`src/rtl/alu_shift_stage.sv`:
```
// ---------------------------------------------------------------------------
// alu_shift_stage
//
// Two-stage pipelined shift execution stage (SLL / SRL / SRA) for the lab ALU
// datapath. It sits between decode/operand-read and the writeback arbiter.
//
// Optional feature macro: SHIFT_ILLEGAL_TRAP_EN
//   defined   : op 2'b11 passes x through unchanged and raises out_err.
//   undefined : op 2'b11 is decoded as SRA and out_err is tied to 0.
//
// Ports
//   clk        rising-edge clock
//   rst        synchronous active-high reset (flushes both stages)
//   in_valid   upstream offers an operation
//   in_ready   stage accepts the operation this cycle
//   in_op      2'b00 SLL, 2'b01 SRL, 2'b10 SRA, 2'b11 reserved
//   in_x       value to shift
//   in_y       shift amount, only bits [4:0] are used
//   in_tag     opaque tag, returned unchanged with the result
//   out_valid  result available
//   out_ready  downstream accepts the result
//   out_z      shift result
//   out_tag    tag belonging to out_z
//   out_err    operation used the reserved op (trap build only)
// ---------------------------------------------------------------------------

// Arithmetic right shift block shared with the rest of the ALU datapath.
module sra (
    input  logic [31:0] x,
    input  logic [4:0]  n,
    output logic [31:0] z
);
    assign z = $signed(x) >>> n;
endmodule

module alu_shift_stage #(
    parameter int TAG_W = 4
) (
    input  logic             clk,
    input  logic             rst,
    input  logic             in_valid,
    output logic             in_ready,
    input  logic [1:0]       in_op,
    input  logic [31:0]      in_x,
    input  logic [31:0]      in_y,
    input  logic [TAG_W-1:0] in_tag,
    output logic             out_valid,
    input  logic             out_ready,
    output logic [31:0]      out_z,
    output logic [TAG_W-1:0] out_tag,
    output logic             out_err
);

    localparam logic [1:0] OP_SLL = 2'b00;
    localparam logic [1:0] OP_SRL = 2'b01;
    localparam logic [1:0] OP_SRA = 2'b10;

    // Handshake: a transfer happens on a rising edge where valid && ready are
    // both high. Upstream may change in_* freely while in_ready is low; only
    // accepting edges sample them. out_* stay frozen while out_valid is high
    // and out_ready is low. in_ready depends combinationally on out_ready
    // (never on in_valid), so a full pipe still streams one op per cycle.

    // Stage 1 registers
    logic             s1_valid;
    logic [1:0]       s1_op;
    logic [31:0]      s1_x;
    logic [4:0]       s1_n;
    logic [TAG_W-1:0] s1_tag;

    // Stage 2 registers
    logic             s2_valid;
    logic [31:0]      s2_z;
    logic [TAG_W-1:0] s2_tag;

    // Advance controls
    logic s2_load;
    logic s1_load;
    logic accept;

    assign s2_load  = !s2_valid || out_ready;
    assign s1_load  = !s1_valid || s2_load;
    assign in_ready = s1_load;
    assign accept   = in_valid && in_ready;

    // -----------------------------------------------------------------------
    // Shifter datapath (combinational, between S1 and S2)
    // -----------------------------------------------------------------------
    function automatic logic [31:0] bit_rev(input logic [31:0] v);
        logic [31:0] r;
        for (int i = 0; i < 32; i++) begin
            r[i] = v[31-i];
        end
        return r;
    endfunction

    logic [31:0] sra_z;

    sra u_sra (
        .x (s1_x),
        .n (s1_n),
        .z (sra_z)
    );

    // One right-shifting mux ladder serves both logical shifts: a left shift
    // is a right shift of the bit-reversed operand, reversed back afterwards.
    logic [31:0] lin, l1, l2, l3, l4, l5, log_z;

    always_comb begin
        lin   = (s1_op == OP_SLL) ? bit_rev(s1_x) : s1_x;
        l1    = s1_n[0] ? {1'b0,  lin[31:1]}  : lin;
        l2    = s1_n[1] ? {2'b0,  l1[31:2]}   : l1;
        l3    = s1_n[2] ? {4'b0,  l2[31:4]}   : l2;
        l4    = s1_n[3] ? {8'b0,  l3[31:8]}   : l3;
        l5    = s1_n[4] ? {16'b0, l4[31:16]}  : l4;
        log_z = (s1_op == OP_SLL) ? bit_rev(l5) : l5;
    end

    logic [31:0] res_z;
    logic        res_err;

    always_comb begin
        res_z   = sra_z;
        res_err = 1'b0;
        case (s1_op)
            OP_SLL:  res_z = log_z;
            OP_SRL:  res_z = log_z;
            OP_SRA:  res_z = sra_z;
            default: begin
`ifdef SHIFT_ILLEGAL_TRAP_EN
                res_z   = s1_x;
                res_err = 1'b1;
`else
                res_z   = sra_z;
                res_err = 1'b0;
`endif
            end
        endcase
    end

    // -----------------------------------------------------------------------
    // Stage 1
    // -----------------------------------------------------------------------
    always_ff @(posedge clk) begin
        if (rst) begin
            s1_valid <= 1'b0;
            s1_op    <= '0;
            s1_x     <= '0;
            s1_n     <= '0;
            s1_tag   <= '0;
        end else if (s1_load) begin
            // Emptying when S1 moves on with nothing new arriving.
            s1_valid <= in_valid;
            if (accept) begin
                s1_op  <= in_op;
                s1_x   <= in_x;
                s1_n   <= in_y[4:0];
                s1_tag <= in_tag;
            end
        end
    end

    // -----------------------------------------------------------------------
    // Stage 2
    // -----------------------------------------------------------------------
    always_ff @(posedge clk) begin
        if (rst) begin
            s2_valid <= 1'b0;
            s2_z     <= '0;
            s2_tag   <= '0;
        end else if (s2_load) begin
            s2_valid <= s1_valid;
            if (s1_valid) begin
                s2_z   <= res_z;
                s2_tag <= s1_tag;
            end
        end
    end

`ifdef SHIFT_ILLEGAL_TRAP_EN
    logic s2_err;

    always_ff @(posedge clk) begin
        if (rst) begin
            s2_err <= 1'b0;
        end else if (s2_load && s1_valid) begin
            s2_err <= res_err;
        end
    end

    assign out_err = s2_err;
`else
    logic unused_err;
    assign unused_err = res_err;
    assign out_err    = 1'b0;
`endif

    assign out_valid = s2_valid;
    assign out_z     = s2_z;
    assign out_tag   = s2_tag;

endmodule
```
`config.mk`:
```
export PLATFORM = sky130hd
export DESIGN_NAME = alu_shift_stage
export DESIGN_NICKNAME = d
export VERILOG_FILES = /design/src/rtl/alu_shift_stage.sv
export SDC_FILE = /design/constraint.sdc
export NUM_CORES = 1
export LEC_CHECK = 0
export CAP_MARGIN = 10
export CORE_ASPECT_RATIO = 0.9
export CORE_MARGIN = 4
export CORE_UTILIZATION = 41
export CTS_CLUSTER_DIAMETER = 80
export DETAILED_ROUTE_END_ITERATION = 8
export GPL_TIMING_DRIVEN = 0
export PLACE_DENSITY = 0.67
export SLEW_MARGIN = 5
export SYNTH_ARGS = -nofsm -noshare
export SYNTH_HDL_FRONTEND = slang
export SYNTH_SLANG_ARGS = --single-unit
export TNS_END_PERCENT = 5
```
`constraint.sdc`:
```
create_clock -name clk -period 2.8 [get_ports clk]
set_input_delay 0.42 -clock clk [delete_from_list [all_inputs] [get_ports clk]]
set_output_delay 0.42 -clock clk [all_outputs]
set_load 0.02 [all_outputs]
```
# Word level (Yosys, flattened, before mapping)

Cells that the tools add are included.

Bits in registers: 81
Input port bits: 74
Output and inout bits: 39

Reductions and logical operators: 9
Mux-type cells: 8
Equality and inequality tests: 1
Shift operators: 1

Operators with widths:

| cell                                                                   | number |
|---|---|
| 32-bit two-way mux                                                     | 8 |
| 32-bit by 5-bit >>> shifter with 32-bit output                         | 1 |
| 2-bit AND reduction                                                    | 2 |
| 2-bit by 1-bit equality test with 1-bit output (second input constant) | 1 |
| 1-bit zero test                                                        | 2 |
| 2-bit zero test                                                        | 1 |
| 1-bit logical OR                                                       | 2 |
| 2-bit OR reduction                                                     | 1 |
| 1-bit logical AND                                                      | 1 |

# Logic depth before layout (Yosys ltp)

Depth after elaboration: 9
Mapped depth: 12
Mapped depth without buffers: 7

# By module

Synthesis repeated with hierarchy kept, for this count alone.

Cells, all modules: 1009
Area total of the unflattened synthesis: 8486.9 um^2

Modules (own cells, without submodules):

| module          | instances | cells an instance | area each (um^2) |
|---|---|---|---|
| alu_shift_stage | 1         | 734               | 6137.1 |
| sra             | 1         | 275               | 2349.8 |

# Worst setup path after synthesis

Ideal clock, no wire load.

Path type: reg2reg
Start point: register s1_op[0]
End point: register s2_z[24], in the netlist out_z[24]
Clock period less this slack: 2.475 ns
Cell stages (with the launch flop): 8
Data required time: 2.685 ns
Path slack: 0.325 ns
Arrival time: 2.360 ns
Path through: dfxtp_1 > nor2_2 > buf_4 > mux4_2 > mux4_2 > a221o_1 > o221ai_1 > o21ba_2

Cells in the longest elaborated chain, start to end: 9
Elaborated cells on any way between the ends: 11
Those cells by class: 1 x eq/ne; 8 x mux; 2 x reduce/logical

RTL lines:

| element                  | line          | text |
|---|---|---|
| start: declaration       | 66            | `logic [1:0] s1_op;` |
| start signal: assignment | 155           | `s1_op <= in_op;` |
| 2-bit zero test          | 110, 116, 125 |  |
| 32-bit two-way mux       | 110           | `lin = (s1_op == OP_SLL) ? bit_rev(s1_x) : s1_x;` |
| 32-bit two-way mux       | 111           | `l1 = s1_n[0] ? {1'b0, lin[31:1]} : lin;` |
| 32-bit two-way mux       | 112           | `l2 = s1_n[1] ? {2'b0, l1[31:2]} : l1;` |
| 32-bit two-way mux       | 113           | `l3 = s1_n[2] ? {4'b0, l2[31:4]} : l2;` |
| 32-bit two-way mux       | 114           | `l4 = s1_n[3] ? {8'b0, l3[31:8]} : l3;` |
| 32-bit two-way mux       | 115           | `l5 = s1_n[4] ? {16'b0, l4[31:16]} : l4;` |
| 32-bit two-way mux       | 116           | `log_z = (s1_op == OP_SLL) ? bit_rev(l5) : l5;` |
| 32-bit two-way mux *     | 125           | `case (s1_op)` |
| end signal: assignment   | 174           | `s2_z <= res_z;` |
| end: declaration         | 73            | `logic [31:0] s2_z;` |

Every way passes the cells marked *; elsewhere a longest branch is shown, timed or not.
A chain may end at the register's enable or synchronous reset.

# Worst setup path in the final report

Start point: register s1_op[1]
End point: register s2_z[29], in the netlist out_z[29]

The elaborated chain is that of the path after synthesis.

==> results by group <==
Critical path
  – CP endpoint kind: flop
  – WP data required: 3.03 ns
  – CP Launch Type: flop
  – Max incr delay on CP: about 0.6 ns
  – Worst path cell trace: clkbuf_2, clkinv_1, nand2_2, nor2_1, clkbuf_1, a221oi_1, a21oi_1
  – Slowest stage cell, crit path: a221oi_1
  – Worst-path maximum fanout: 10
  – Arr. time, crit path: about 3.0 ns
  – Crit Path Class: flop to flop

Logic synthesis
  – Synth top area cells: dfxtp_1 21%, mux4_2 15%, nand2_1 9.1%, mux2i_1 7.4%, a21oi_1 5.4%
  – Synth Instances: roughly 970
  – Syn avg cell area: 7.861 um2
  – Number of flops mapped to enable cells by yosys: 0
  – Distinct cells, synth: between 60 and 70
  – Syn nets: 1043
  – Synthesized area: approximately 0.0076 mm2
  – Sequential area share after synthesis: 0.2129
  – Yosys top cell by area: dfxtp_1
  – Ys async rst share: 0
  – Synth Register Bits: just over 80
  – Syn. warnings: 0
  – Top FF cell, synth: dfxtp_1
  – Yosys top cell area share: 0.2129

Placed design
  – PortBufs: 83
  – Placed Cells incl. Taps: ~1300
  – Post-Place Setup Slack: -0.7596 ns
  – Dpl hpwl: between 30 and 40 mm
  – Placer Congestion: 1.084

Floorplan
  – Placeable core region: roughly 0.018 mm2
  – Ports: 113
  – Die ar.: about 0.021 mm2
  – Cell Rows: 47
  – Die X: ~150 um
  – Die H: around 140 um
  – Initial core utilization: 0.4152

Clocking
  – Clock transition at path regs: roughly 0.070 ns
  – CTS buffer count: 9
  – Htree depth: 3
  – CTS tree: yes
  – Clock sinks: 81
  – Worst skew pair latency: 0.36 ns
  – Hold buffers post-CTS: 0
  – Clk buf depth: 2
  – Clock Root Buffer: clkbuf_16

Power
  – VDD IR max: between 0.0003 and 0.0004 V
  – P_leak: ~3.3 nW
  – PwrDens: between 400 and 500 mW/mm2
  – Power Total: between 4 and 5 mW

Global routing
  – Global-route wire length before repair: 56.97 mm
  – Global Route Usage Sum: 0.3756
  – Grt total ovfl: 0
  – Largest net degree at the start of global routing: 17
  – Initial antenna violation count: 0
  – Number of global-route vias before repair: 8479

Finish
  – Nets@finish: between 1000 and 1500
  – Fillcell total: roughly 1800
  – # diodes: 0
  – Footprint of the multi-input gates: approximately 0.0057 mm2
  – Syn-to-layout area delta: 22.57%
  – Post-layout util: 0.5089
  – Cell Count, Final, Fillers Out: approximately 1300
  – Layout cells sized above 1: 0.1829
  – Register area: between 0.0015 and 0.002 mm2

STA
  – Slew headroom: 0.3783
  – Worst slew pin tran: 0.9291 ns
  – Max Freq: 355.8 MHz
  – Unrepaired setup endpoints after global routing: yes
  – Clk_skew: 0.01111 ns
  – Hold Fails Final Rpt: 0
  – Hold WS: 0.4596 ns
  – Setup ws final: -0.01069 ns
  – Post-route clock period utilization: 1.004
  – Final max-slew violation count: 0
  – Final setup vio count: 2
  – Minimum clock period: about 2.8 ns

Detailed routing
  – Total wire length: 39.82 mm
  – Drt first pass iters: 6
  – DR WL/cell: a little over 30 um
  – DRC viols: 0
  – DRT iter0 DRCs: 1632
  – Via count: 9381
  – ANT nets after route: 0
  – Via density: a little over 7

Run status
  – Failing checks: negative setup slack
  – Status: complete, but fails checks

Hold path
  – Min-delay worst type: flop to flop

Job
  – Max_cap viols: 0
synth_stat cells, types with 4 or more instances:
cell and count:
a211o_1 5, a211oi_1 18, a21o_1 4, a21oi_1 82, a221o_1 8, a221oi_1 16
a22o_1 12, a22oi_1 21, a311oi_1 5, a31o_2 4, a31oi_1 12, a32oi_1 6
and2_1 7, and3_1 6, buf_1 13, buf_2 16, buf_4 4, clkbuf_1 59
dfxtp_1 81, inv_1 6, mux2_2 21, mux2i_1 56, mux4_2 50, nand2_1 184
nand2b_1 8, nand3_1 13, nand4_1 9, nor2_1 83, nor2b_1 6, nor3_1 15
o211ai_1 8, o21a_1 6, o21ai_0 42, o221ai_1 11, o22ai_1 13, o31a_1 4
o32ai_1 4, or2_2 4
logic make-up after synthesis:
group | after synthesis | share of synthesized area
simple gates | 348 | 0.1955
compound gates | 305 | 0.2769
mux | 127 | 0.2525
buf+inv | 106 | 0.06061
flops | 81 | 0.2129
xor+xnor | 1 | 0.001150
other cells | 1 | 0.0004923
metal layers:
metal | track usage | part of all wire | up-vias
met5 | 0 | 0 | -
met4 | 0.1647 | 0.059 | 0
met3 | 0.1135 | 0.15 | 183
met2 | 0.5316 | 0.39 | 892
met1 | 0.5271 | 0.40 | 4442
li1 | - | - | 3864
power breakdown:
group,leakage (nW),total (mW),internal (mW),switching (mW)
logic,2.47,1.66,0.617,1.05
clock network,0.155,1.30,0.713,0.583
registers,0.669,1.33,1.23,0.0984
worst paths after layout:
path | start | slack, ns | cells after the start | endpoint
setup / recovery | s1_op[1] | -0.01 | 7 | out_z[29]
hold / removal | s1_tag[0] | 0.46 | 2 | s1_tag[0]
setup reg to reg | s1_op[1] | -0.01 | 7 | out_z[29]
hold reg to reg | s1_tag[0] | 0.46 | 2 | s1_tag[0]
sequential cells by signal, indices dropped and copies added, names as in the netlist:
name	count
out_z	32
out_tag	4
s1_x	32
s1_valid	1
s1_op	2
s1_tag	4
out_valid	1
s1_n	5
critical path, delay by kind of cell, from the launching register on:
family	cells	cell delay (ns)
AO/OA/AOI/OAI	2	0.71
buffers and inverters	3	1.09
flip-flops	1	0.42
AND/OR/NAND/NOR	2	0.45
timing repair:
item / 4_1_cts / 5_1_grt
setup buffers: 1 / 1
pin swaps: 1 / 2
resized for setup: 48 / 59
endpoints found under the setup margin: 32 / 29
layout by cell type (no fill, tap or decap), types with 14 or more instances in the layout:
master / count
mux4_2: 50
clkbuf_1: 40
dfxtp_1: 77
a21oi_1: 79
a22oi_1: 19
nor2_1: 77
o21ai_0: 37
clkdlybuf4s50_1: 83
nor3_1: 14
mux2_2: 21
a211oi_1: 17
nand2_1: 183
mux2i_1: 51
per-stage QoR:
step	setup TNS, ns	instance area (um2)
finish	-0.01968	9336
global route	-0.04438	9336
CTS	-0.2148	9191
detailed placement	-11.22	8755
global placement	-13.11	8755
floorplan	0	7617
layout make-up:
class | count | area share
Multi-Input combinational cell | 782 | 0.6104
Sequential cell | 81 | 0.1745
Timing Repair Buffer | 85 | 0.09059
Buffer | 92 | 0.05374
Tap cell | 245 | 0.03283
Clock buffer | 9 | 0.02412
Clock inverter | 7 | 0.008979
Inverter | 10 | 0.004824
(Power assumes the default switching activity.)
